[src/rtl/tag_directory_controller_pkg.sv]
// Shared types for the tag directory controller: FSM state encoding and the
// requester-index width helper.
package tag_directory_controller_pkg;

  typedef enum logic [1:0] {
    StIdle,
    StLookup,
    StStall,
    StRespond
  } state_e;

  // A single requester still needs a 1-bit index field.
  function automatic int unsigned requester_width(input int unsigned requesters);
    return (requesters > 1) ? $clog2(requesters) : 1;
  endfunction

endpackage

[src/rtl/tag_directory_controller_round_robin_arbiter.sv]
// Round-robin arbiter: one-hot grant searched upward from the requester after the
// last grant; the pointer moves only when the grant is taken.
module round_robin_arbiter
  import tag_directory_controller_pkg::*;
#(
  parameter int unsigned REQUESTERS = 2,
  localparam int unsigned REQ_WIDTH = requester_width(REQUESTERS)
) (
  input  logic                  clock,
  input  logic                  reset,
  input  logic [REQUESTERS-1:0] request,
  input  logic                  advance,
  output logic [REQUESTERS-1:0] grant,
  output logic [REQ_WIDTH-1:0]  grant_index
);

  logic [REQ_WIDTH-1:0] pointer_q;
  int unsigned          candidate;

  // Scan offsets from farthest to nearest so the nearest asserted requester wins.
  always_comb begin
    grant       = '0;
    grant_index = '0;
    candidate   = 0;
    for (int unsigned k = REQUESTERS; k > 0; k--) begin
      candidate = (32'(pointer_q) + k - 1) % REQUESTERS;
      if (request[candidate]) begin
        grant            = '0;
        grant[candidate] = 1'b1;
        grant_index      = REQ_WIDTH'(candidate);
      end
    end
  end

  always_ff @(posedge clock) begin
    if (reset) begin
      pointer_q <= '0;
    end else if (advance) begin
      pointer_q <= REQ_WIDTH'((32'(grant_index) + 1) % REQUESTERS);
    end
  end

endmodule

[src/rtl/tag_directory_controller.sv]
// Arbitrated lookup-or-allocate front end for a tag directory with per-entry reference counts.
// Optional statistics counters: define TAG_DIRECTORY_CONTROLLER_STATISTICS_EN.
module tag_directory_controller
  import tag_directory_controller_pkg::*;
#(
  parameter int unsigned WIDTH       = 8,
  parameter int unsigned DEPTH       = 16,
  parameter int unsigned REQUESTERS  = 2,
  parameter int unsigned COUNT_WIDTH = 4,
  localparam int unsigned INDEX_WIDTH = $clog2(DEPTH),
  localparam int unsigned REQ_WIDTH   = requester_width(REQUESTERS)
) (
  input  logic                         clock,
  input  logic                         reset,
  input  logic [REQUESTERS-1:0]        request_valid,
  input  logic [REQUESTERS*WIDTH-1:0]  request_tag,
  output logic [REQUESTERS-1:0]        request_ready,
  output logic                         response_valid,
  input  logic                         response_ready,
  output logic [REQ_WIDTH-1:0]         response_requester,
  output logic [INDEX_WIDTH-1:0]       response_index,
  output logic                         response_hit,
  input  logic                         release_valid,
  input  logic [INDEX_WIDTH-1:0]       release_index,
  input  logic                         dir_full,
  input  logic                         dir_empty,
  output logic                         dir_allocate_enable,
  output logic [WIDTH-1:0]             dir_allocate_tag,
  input  logic [INDEX_WIDTH-1:0]       dir_allocate_index,
  output logic [WIDTH-1:0]             dir_search_tag,
  input  logic [INDEX_WIDTH-1:0]       dir_search_index,
  input  logic                         dir_search_hit,
  output logic                         dir_evict_enable,
  output logic [INDEX_WIDTH-1:0]       dir_evict_index
`ifdef TAG_DIRECTORY_CONTROLLER_STATISTICS_EN
  ,
  output logic [31:0]                  hit_count,
  output logic [31:0]                  miss_count,
  output logic [31:0]                  stall_count
`endif
);

  localparam logic [COUNT_WIDTH-1:0] CountMax = '1;

  state_e                 state_q;
  logic [WIDTH-1:0]       tag_q;
  logic [REQ_WIDTH-1:0]   requester_q;
  logic [COUNT_WIDTH-1:0] count_q [DEPTH];
  logic [COUNT_WIDTH-1:0] count_d [DEPTH];
  logic [REQUESTERS-1:0]  grant;
  logic [REQ_WIDTH-1:0]   grant_index;
  logic [WIDTH-1:0]       granted_tag;
  logic                   accept, evaluating, hit_ok, allocate, release_ok, release_hit_same;

  round_robin_arbiter #(
    .REQUESTERS (REQUESTERS)
  ) u_arbiter (
    .clock       (clock),
    .reset       (reset),
    .request     (request_valid),
    .advance     (accept),
    .grant       (grant),
    .grant_index (grant_index)
  );

  always_comb begin
    granted_tag = '0;
    for (int unsigned r = 0; r < REQUESTERS; r++) begin
      if (grant[r]) granted_tag = request_tag[r*WIDTH +: WIDTH];
    end
  end

  assign request_ready = (state_q == StIdle) ? grant : '0;
  assign accept        = |(request_valid & request_ready);
  assign evaluating    = (state_q == StLookup) || (state_q == StStall);

  // A hit on a saturated entry stalls rather than creating a duplicate.
  assign hit_ok   = evaluating && dir_search_hit && !dir_empty &&
                    (count_q[dir_search_index] != CountMax);
  assign allocate = evaluating && !dir_search_hit && !dir_full && !reset;

  assign dir_search_tag      = evaluating ? tag_q : '0;
  assign dir_allocate_enable = allocate;
  assign dir_allocate_tag    = allocate ? tag_q : '0;

  assign release_ok       = release_valid && !reset && (count_q[release_index] != '0);
  assign release_hit_same = hit_ok && (dir_search_index == release_index);
  assign dir_evict_enable = release_ok && !release_hit_same &&
                            (count_q[release_index] == COUNT_WIDTH'(1));
  assign dir_evict_index  = dir_evict_enable ? release_index : '0;

  // Allocated slots are free (count 0), so a release there is ignored; hit and release cancel.
  always_comb begin
    for (int unsigned i = 0; i < DEPTH; i++) begin
      count_d[i] = count_q[i];
      if (allocate && dir_allocate_index == INDEX_WIDTH'(i)) count_d[i] = COUNT_WIDTH'(1);
      if (hit_ok && dir_search_index == INDEX_WIDTH'(i)) count_d[i] = count_d[i] + COUNT_WIDTH'(1);
      if (release_ok && release_index == INDEX_WIDTH'(i)) begin
        count_d[i] = count_d[i] - COUNT_WIDTH'(1);
      end
    end
  end

  always_ff @(posedge clock) begin
    if (reset) begin
      state_q            <= StIdle;
      tag_q              <= '0;
      requester_q        <= '0;
      response_valid     <= 1'b0;
      response_requester <= '0;
      response_index     <= '0;
      response_hit       <= 1'b0;
      for (int unsigned i = 0; i < DEPTH; i++) count_q[i] <= '0;
    end else begin
      for (int unsigned i = 0; i < DEPTH; i++) count_q[i] <= count_d[i];
      case (state_q)
        StIdle: begin
          if (accept) begin
            tag_q       <= granted_tag;
            requester_q <= grant_index;
            state_q     <= StLookup;
          end
        end
        StLookup, StStall: begin
          if (hit_ok) begin
            response_valid     <= 1'b1;
            response_requester <= requester_q;
            response_index     <= dir_search_index;
            response_hit       <= 1'b1;
            state_q            <= StRespond;
          end else if (allocate) begin
            response_valid     <= 1'b1;
            response_requester <= requester_q;
            response_index     <= dir_allocate_index;
            response_hit       <= 1'b0;
            state_q            <= StRespond;
          end else begin
            state_q <= StStall;
          end
        end
        StRespond: begin
          if (response_ready) begin
            response_valid <= 1'b0;
            state_q        <= StIdle;
          end
        end
        default: state_q <= StIdle;
      endcase
    end
  end

`ifdef TAG_DIRECTORY_CONTROLLER_STATISTICS_EN
  always_ff @(posedge clock) begin
    if (reset) begin
      hit_count   <= '0;
      miss_count  <= '0;
      stall_count <= '0;
    end else begin
      if (hit_ok && hit_count != '1) hit_count <= hit_count + 32'd1;
      if (allocate && miss_count != '1) miss_count <= miss_count + 32'd1;
      if (state_q == StStall && stall_count != '1) stall_count <= stall_count + 32'd1;
    end
  end
`endif

endmodule

[config.mk]
export PLATFORM = sky130hd
export DESIGN_NAME = tag_directory_controller
export DESIGN_NICKNAME = d
export VERILOG_FILES = /design/src/rtl/tag_directory_controller_pkg.sv /design/src/rtl/tag_directory_controller_round_robin_arbiter.sv /design/src/rtl/tag_directory_controller.sv
export SDC_FILE = /design/constraint.sdc
export NUM_CORES = 1
export LEC_CHECK = 0
export CAP_MARGIN = 20
export CORE_MARGIN = 3
export CORE_UTILIZATION = 30
export DETAILED_ROUTE_END_ITERATION = 10
export DONT_BUFFER_PORTS = 1
export GPL_ROUTABILITY_DRIVEN = 1
export GPL_TIMING_DRIVEN = 0
export PLACE_DENSITY = 0.54
export SETUP_SLACK_MARGIN = 0.05
export SYNTH_ARGS = -nofsm -noshare
export SYNTH_HDL_FRONTEND = slang
export SYNTH_HIERARCHICAL = 1
export SYNTH_SLANG_ARGS = --single-unit
[constraint.sdc]
create_clock -name clock -period 4.3 [get_ports clock]
set_input_delay 0.86 -clock clock [delete_from_list [all_inputs] [get_ports clock]]
set_output_delay 0.86 -clock clock [all_outputs]
set_load 0.03 [all_outputs]
==> flow_metrics.tcl, run 1 <==
set metrics [dict create \
    fin_area_mm2 0.007052 \
    portBuffers 0 \
    drc 0 \
    wl_met2_um 9634 \
    track_usage 0.1851 \
    grt_pass1_wl_um 31880 \
    io_pins 68 \
    synthFlopType "dfxtp_1" \
    worst_ep_required_time_ns 3.44 \
    holdPathStages 2 \
    critPathArrivalTime_ns 3.33 \
    fillers 2160 \
    clkSinkCount 83 \
    vias 5957 \
    antenna_found_initial 1 \
    p_leak_uw 0.002408 \
    ant_nets 0 \
    min_period_ns 4.191 \
    path_cells "buf_2 -> buf_2 -> inv_2 -> o311ai_0 -> nand3_1 -> a31oi_1 -> nand2_1 -> nor2_1 -> o21ai_2 -> buf_4 -> nor2_2" \
    chipHeight_um 150.7 \
    reg2reg_to "count_q[7][1]" \
    critPathMaxStageDelay_ns 0.36 \
    drt-pass1-iter-count 7 \
    cts_buffers 9 \
    path_class "in2out" \
    whs_ns 0.4602 \
    rrSetupSlack_ns 0.81 \
    ys_warn_count 6 \
    cpMostUsedCell "buf_2" \
    finalMaxSlewViolations 0 \
    synth.avg_cell_area_um2 8.092 \
    die_w_um 150.7 \
    postPlaceCellArea_mm2 0.006625 \
    async_flop_share 0 \
    place_congestion 0.9201 \
    cts_buffer_depth 2 \
    synth.area.top_cells "dfxtp_1, mux4_2, nor2_1" \
    tightest_slew_ns 1.175 \
    grt_overflow 0 \
    synth-edff-count 0 \
    num_rows 52 \
    setup_viol 0 \
    drive_gt1_frac 0.1134 \
    design.die.area_mm2 0.02270 \
    coreArea_mm2 0.02043 \
    r2r_start "state_q[0]" \
    yosys-top-cells-count "nor2_1, dfxtp_1, nand2_1" \
    cts_tree "done" \
    maxCapViolCount 0 \
    h-tree-depth 3 \
    clock-root-buffer "clkbuf_16" \
    hp-class "reg2reg" \
    slew_headroom 0.2100 \
    synth_cell_types 70 \
    ys_seq_elements 83 \
    crit_path_top_delay_cell "o311ai_0" \
    max_freq_mhz 238.6 \
    viasPerCell 5.599 \
    insertion_delay_ns 0.35 \
    wl_met1_um 8903 \
    synth_top_area_share 0.2646 \
    end_kind "output port" \
    ir_drop_v 0.0001676 \
    synth_top_cell_by_area "dfxtp_1" \
    syn-num-nets 831 \
    holdCritStartpoint "requester_q" \
    rr_worst_depth 10 \
    initial_core_util 0.3074 \
    skew_ns 0.009548 \
    grt_setup_unrepaired "true" \
    netlist_instances 776 \
    routedWlPerCell_um 19.50 \
    cts_hold_buffers 0 \
    period_share 0.9747 \
    grt_pass1_vias 5473 \
    outcome "completed" \
    syn_area_mm2 0.006280 \
    yosysSeqAreaShare 0.2646 \
    crit_fanout 10 \
    grt_max_degree 14 \
    hpwl_um 15500 \
    top_layer_used "met5" \
    cellPowerDensity_mw_per_mm2 322.5 \
    syn_to_final_growth_pct 12.29 \
    cp.buffers_inverters 4 \
    whs_endpoint "requester_q" \
    clk_pin_slew_ns 0.06 \
    yosysMostFrequentCell "nor2_1" \
    path_delay_family "buffers and inverters" \
    cp-start-kind "input pin" \
    drtIter0Drc 540 \
    hold_violations 0 \
    totalWireLength_um 20750 \
    fin_nets 844 \
    wl_met3_um 1365 \
    diodes 0 \
    power_uw 2274 \
]
-- what timing repair did --
item | 4_1_cts | 5_1_grt
gates resized for setup | 22 | 9
cloned | 0 | 0
hold endpoints to repair | 0 | 0
setup buffers | 1 | 0
pin swaps | 1 | 1
setup endpoints to repair | 5 | 4
-- area by class of cell --
class / instances / area (um2) / area share
plain buffers: 47 / 246.5 / 0.03495
flip-flops and latches: 83 / 1662 / 0.2356
inverters: 21 / 81.33 / 0.01153
well taps: 270 / 337.8 / 0.04791
repair buffers: 2 / 15.01 / 0.002129
clock buffers: 12 / 256.5 / 0.03637
multi-input cells: 625 / 4380 / 0.6212
clock inverters: 4 / 72.57 / 0.01029
-- state kept, by name (all words and copies together), names as in the netlist --
name and count:
count_q 64, requester_q 1, response_hit 1, response_index 4
response_requester 1, response_valid 1, state_q 2, tag_q 8
u_arbiter/pointer_q 1
-- through the flow --
step                setup WS (ns)  utilization  setup TNS (ns)  instances
floorplan                 0.05479            -               0        776
global placement          -0.8687       0.3239          -3.501       1046
detailed placement        -0.8478       0.3243          -3.404       1047
CTS                       0.02320       0.3438               0       1064
global route             -0.01085       0.3452        -0.01608       1064
finish                     0.1087       0.3452               0       1064
-- per-layer routing --
layer  GRT usage  vias to the layer above
met1      0.2422                     2884
met4     0.09021                        2
li1            -                     2819
met5           0                        -
met2      0.2931                      204
met3     0.03492                       48
-- power breakdown --
part           switching (uW)  total, uW  internal, uW
registers                80.9        908           827
logic                     333        503           170
clock network             324        863           540
total                     738       2270          1540
-- placed cells by master, fill, tap and decap left out, types with 12 or more instances in the layout --
cell type / n
ha_1: 18
nor3_1: 18
and3_1: 12
xnor2_1: 49
a21oi_1: 19
clkbuf_1: 30
and2_1: 29
dfxtp_1: 83
o21ai_0: 19
inv_1: 17
nand2_1: 59
xor2_1: 18
mux4_2: 27
nand3_1: 36
nor2b_1: 14
nor2_1: 135
-- worst max path at each step --
stage	startpoint	to	slack, ns	depth (start not counted)
global placement	dir_search_index[0]	dir_evict_index[3]	-0.87	12
global route	release_index[0]	dir_evict_index[1]	-0.01	11
finish	release_index[0]	dir_evict_index[0]	0.11	11
CTS	dir_search_index[1]	dir_evict_index[1]	0.02	11
floorplan	dir_search_index[0]	dir_evict_index[2]	0.05	12
detailed placement	dir_search_index[0]	dir_evict_index[3]	-0.85	12
-- logic make-up after synthesis --
logic type | count (synthesis) | share of synthesized area
AND/OR/NAND/NOR | 370 | 0.2895
AO/OA/AOI/OAI | 125 | 0.1443
flip-flops | 83 | 0.2646
buffers and inverters | 68 | 0.04483
XOR/XNOR | 67 | 0.09344
multiplexers | 45 | 0.1275
adder cells (fa/ha/maj) | 18 | 0.03586
-- worst reg2reg max path: stages, from the launching register on --
cell and delay, ns:
dfxtp_1 0.35, inv_1 0.05, ha_1 0.34, nand3b_1 0.14
nor3b_1 0.89, o211ai_1 0.56, o221ai_1 0.31, o31a_1 0.20
ha_1 0.23, mux2_1 0.28, nor2_1 0.08
(Power assumes the default switching activity.)
==> run 2, diff against run 1 <==
==> constraint.sdc (replaced) <==
create_clock -name clock -period 4.7 [get_ports clock]
set_input_delay 0.94 -clock clock [delete_from_list [all_inputs] [get_ports clock]]
set_output_delay 0.94 -clock clock [all_outputs]
set_load 0.03 [all_outputs]
==> flow_metrics.tcl, run 2 (synthesis results as in run 1) <==
set metrics [dict create \
    h-tree-depth 3 \
    insertion_delay_ns 0.36 \
    register_area_mm2 0.001662 \
    finalMaxSlewViolations 0 \
    cp-start-kind "input pin" \
    p_leak_uw 0.002353 \
    swShare 0.3416 \
    clock-root-buffer "clkbuf_16" \
    vias 5857 \
    tightest_slew_ns 1.128 \
    hold_violations 0 \
    power_switching_uw 673.0 \
    portBuffers 0 \
    diodes 0 \
    io_pins 68 \
    worst_ep_required_time_ns 3.76 \
    critPathArrivalTime_ns 3.55 \
    postPlaceCellArea_mm2 0.006625 \
    antenna_found_initial 1 \
    die_w_um 150.7 \
    cts_buffer_depth 2 \
    setup_viol 0 \
    cts_buffers 9 \
    hpwl_um 15480 \
    grt_max_degree 13 \
    design.die.area_mm2 0.02270 \
    path_class "in2out" \
    track_usage 0.1837 \
    ant_nets 0 \
    place_congestion 0.9436 \
    p_clk_frac 0.344 \
    maxCapViolCount 0 \
    max_freq_mhz 222.9 \
    totalWireLength_um 20560 \
    grt_overflow 0 \
    drtIter0Drc 552 \
    slew_headroom 0.2414 \
    drive_gt1_frac 0.1083 \
    top_register "count_q" \
    p_seq_frac 0.421 \
    crit_fanout 10 \
    largest_reg_flops 64 \
    end_kind "output port" \
    cts_hold_buffers 0 \
    grt_pass1_wl_um 31850 \
    coreArea_mm2 0.02043 \
    grt_pass1_vias 5536 \
    reg2reg_to "count_q[7][1]" \
    pwr-share-comb 0.235 \
    syn_to_final_growth_pct 10.98 \
    final_common_cell "nor2_1" \
    outcome "completed" \
    reg_top3 "count_q x64, tag_q x8, response_index x4" \
    holdPathStages 2 \
    fin_area_mm2 0.006969 \
    period_share 0.9546 \
    r2r_start "state_q[0]" \
    hp-class "reg2reg" \
    routedWlPerCell_um 19.32 \
    ir_drop_v 0.0001346 \
    viasPerCell 5.505 \
    clkSinkCount 83 \
    cts_tree "done" \
    initial_core_util 0.3074 \
    fin_nets 844 \
    whs_endpoint "requester_q" \
    min_period_ns 4.487 \
    drt-pass1-iter-count 5 \
    num_rows 52 \
    rrSetupSlack_ns 1.18 \
    final_cell_mix "nor2_1, dfxtp_1, nand2_1" \
    drc 0 \
    clk_pin_slew_ns 0.06 \
    holdCritStartpoint "requester_q" \
    chipHeight_um 150.7 \
    grt_setup_unrepaired "false" \
    fillers 2232 \
    rr_worst_depth 10 \
    p_int_uw 1297 \
    multi_input_area_mm2 0.004358 \
    fin_util 0.3411 \
    skew_ns 0.009682 \
    cellPowerDensity_mw_per_mm2 282.7 \
]
[run 2: repair_timing]
action / 4_1_cts / 5_1_grt
endpoints found under the hold margin: 0 / 0
resized for setup: 15 / 9
pin swaps: 1 / 1
setup buffers: 1 / 0
setup endpoints to repair: 5 / 4
[run 2: metal layers]
layer	GRT usage	routed length, um	vias to the layer above
li1	-	-	2818
met1	0.2409	8956	2817
met2	0.2918	9575	176
met3	0.04004	1327	44
met4	0.07842	682	2
met5	0	13	-
[run 2: cell type report]
class / count / share of cell area
plain buffers: 47 / 0.03501
repair buffers: 2 / 0.002154
inverters: 21 / 0.01131
clock buffers: 14 / 0.03788
multi-input cells: 625 / 0.6253
flip-flops and latches: 83 / 0.2384
well taps: 270 / 0.04847
clock inverters: 2 / 0.001436
[run 2: power groups by stage]
stage          clock, uW  sequential (uW)  combinational (uW)
6_report             678              830                 462
5_1_grt              719              836                 513
4_1_cts              688              831                 461
3_5_place_dp           0              845                 457
3_3_place_gp           0              846                 452
2_1_floorplan          0              828                 360
[run 2: critical path, stage by stage]
cell	delay, ns
buf_2	0.20
buf_12	0.18
mux4_2	0.52
a22oi_1	0.22
nand3_1	0.12
nand2_2	0.15
buf_6	0.18
buf_6	0.18
o21ai_1	0.15
o21ai_2	0.27
inv_2	0.14
and2_2	0.29
[run 2: stage by stage]
| stage | TNS, ns | hold WS [ns] | instances | setup slack (ns) | total power, uW |
|---|---|---|---|---|---|
| detailed placement | -3.358 | 0.4565 | 1047 | -0.8879 | 1303 |
| global placement | -3.304 | 0.4476 | 1046 | -0.8757 | 1298 |
| finish | 0 | 0.4622 | 1064 | 0.2133 | 1970 |
| floorplan | 0 | 0.4321 | 776 | 0.2576 | 1189 |
| CTS | 0 | 0.4639 | 1064 | 0.07409 | 1979 |
| global route | 0 | 0.4845 | 1064 | 0.06911 | 2069 |
[run 2: worst max-delay path by stage]
stage | from | to | slack, ns | cells past startpoint
3_5_place_dp | dir_search_index[0] | dir_evict_index[2] | -0.89 | 12
5_1_grt | dir_search_index[0] | dir_evict_index[3] | 0.07 | 12
3_3_place_gp | dir_search_index[0] | dir_evict_index[3] | -0.88 | 12
2_1_floorplan | dir_search_index[0] | dir_evict_index[2] | 0.26 | 12
6_report | dir_search_index[0] | dir_evict_index[2] | 0.21 | 12
4_1_cts | dir_search_index[0] | dir_evict_index[2] | 0.07 | 12
==> run 3, diff against run 2 <==
--- a/config.mk
+++ b/config.mk
@@ -7,12 +7,12 @@
 export LEC_CHECK = 0
 export CAP_MARGIN = 20
 export CORE_MARGIN = 3
-export CORE_UTILIZATION = 30
+export CORE_UTILIZATION = 42
 export DETAILED_ROUTE_END_ITERATION = 10
 export DONT_BUFFER_PORTS = 1
 export GPL_ROUTABILITY_DRIVEN = 1
 export GPL_TIMING_DRIVEN = 0
-export PLACE_DENSITY = 0.54
+export PLACE_DENSITY = 0.66
 export SETUP_SLACK_MARGIN = 0.05
 export SYNTH_ARGS = -nofsm -noshare
 export SYNTH_HDL_FRONTEND = slang
==> flow_metrics.tcl, run 3 (synthesis results as in run 1) <==
set metrics [dict create \
    outcome "completed" \
    cts_hold_buffers 0 \
    vias 5927 \
    grt_max_degree 16 \
    max_freq_mhz 216.9 \
    num_rows 44 \
    critPathMaxStageDelay_ns 0.53 \
    whs_ns 0.4567 \
    track_usage 0.2410 \
    path_class "in2out" \
    syn_to_final_growth_pct 9.205 \
    ant_nets 0 \
    fin_nets 844 \
    fin_area_mm2 0.006858 \
    insertion_delay_ns 0.36 \
    clkSinkCount 83 \
    crit_fanout 10 \
    skew_ns 0.01309 \
    routedWlPerCell_um 19.93 \
    chipHeight_um 128.3 \
    drtIter0Drc 686 \
    diodes 0 \
    totalWireLength_um 19490 \
    swShare 0.3461 \
    place_congestion 0.9803 \
    largest_reg_flops 64 \
    p_seq_frac 0.408 \
    period_share 0.9809 \
    setup_viol 0 \
    final_cell_mix "nor2_1, dfxtp_1, nand2_1" \
    cp-start-kind "input pin" \
    finalMaxSlewViolations 0 \
    slew_headroom 0.2232 \
    clk_pin_slew_ns 0.07 \
    cts_tree "done" \
    drive_gt1_frac 0.1071 \
    die_w_um 128.3 \
    top_register "count_q" \
    min_period_ns 4.610 \
    maxCapViolCount 0 \
    gr-usage-met2 0.3825 \
    p_clk_frac 0.364 \
    p_int_uw 1328 \
    power_switching_uw 703.0 \
    io_pins 68 \
    grt_pass1_vias 5450 \
    drc 0 \
    drt-pass1-iter-count 5 \
    p_leak_uw 0.002352 \
    reg_top3 "count_q x64, tag_q x8, response_index x4" \
    initial_core_util 0.4304 \
    grt_setup_unrepaired "false" \
    hold_violations 0 \
    portBuffers 0 \
    tightest_slew_ns 1.156 \
    path_cells "buf_2 -> buf_12 -> mux4_2 -> a22oi_1 -> nand3_1 -> nand2_2 -> buf_4 -> buf_4 -> o21ai_1 -> o21ai_1 -> inv_2 -> and2_2" \
    cellPowerDensity_mw_per_mm2 296.1 \
    use_met1 0.3242 \
    final_common_cell "nor2_1" \
    design.die.area_mm2 0.01645 \
    viasPerCell 6.060 \
    fin_tns_setup_ns 0 \
    worst_ep_required_time_ns 3.76 \
    pwr-share-comb 0.228 \
    clock-root-buffer "clkbuf_16" \
    grt_busiest_layer "met2" \
    hpwl_um 14390 \
    grtUsageMet3 0.04000 \
    hp-class "reg2reg" \
    cts_buffer_depth 2 \
    postPlaceCellArea_mm2 0.006515 \
    grt_pass1_wl_um 30920 \
    crit_path_top_delay_cell "mux4_2" \
    cts_buffers 9 \
    end_kind "output port" \
    antenna_found_initial 0 \
    critPathArrivalTime_ns 3.67 \
    ir_drop_v 0.0002748 \
    coreArea_mm2 0.01459 \
    grt_overflow 0 \
    h-tree-depth 3 \
]
[run 3: through the flow]
| step | util | std cells | total power (uW) | setup WS (ns) |
|---|---|---|---|---|
| finish | 0.4701 | 978 | 2031 | 0.08988 |
| global route | 0.4701 | 978 | 2129 | 0.05416 |
| floorplan | - | 776 | 1189 | 0.2576 |
| CTS | 0.4689 | 978 | 2043 | 0.08892 |
| global placement | 0.4462 | 960 | 1290 | -0.4696 |
| detailed placement | 0.4466 | 961 | 1301 | -0.4925 |
[run 3: timing repair]
action                                  CTS  global route
gates resized for setup                  10             6
pin swaps                                 1             1
setup buffers                             1             0
endpoints found under the setup margin    5             4
[run 3: worst max-delay path: cells and delay by family]
family,cells,cell delay (ns)
AOI/OAI and AO/OA,3,0.61
buffers and inverters,5,0.98
muxes,1,0.53
and+or+nand+nor,3,0.60
[run 3: worst paths after layout]
path,slack (ns),endpoint,cells past startpoint,from
min,0.46,requester_q,2,requester_q
min reg2reg,0.46,requester_q,2,requester_q
max,0.09,dir_evict_index[3],12,dir_search_index[0]
max reg2reg,1.12,count_q[13][3],9,count_q[11][2]
[run 3: per-layer routing]
metal	routed length, um	vias up	share of wire
met5	0	-	0
met4	819	0	0.042
met3	1356	56	0.070
met2	8907	250	0.46
met1	8409	2797	0.43
li1	-	2824	-
[run 3: power groups by stage]
stage          logic, uW  clock network [uW]  registers (uW)
3_3_place_gp         447                   0             843
5_1_grt              514                 779             836
6_report             464                 739             828
4_1_cts              461                 754             828
2_1_floorplan        360                   0             828
3_5_place_dp         457                   0             844
[run 3: cell type report]
cell class,instances,area (um2)
multi-input cells,625,4344
well taps,184,230.2
flip-flops and latches,83,1662
clock inverters,7,76.32
plain buffers,46,221.5
repair buffers,3,20.02
inverters,21,78.83
fillers,1409,7731
clock buffers,9,225.2
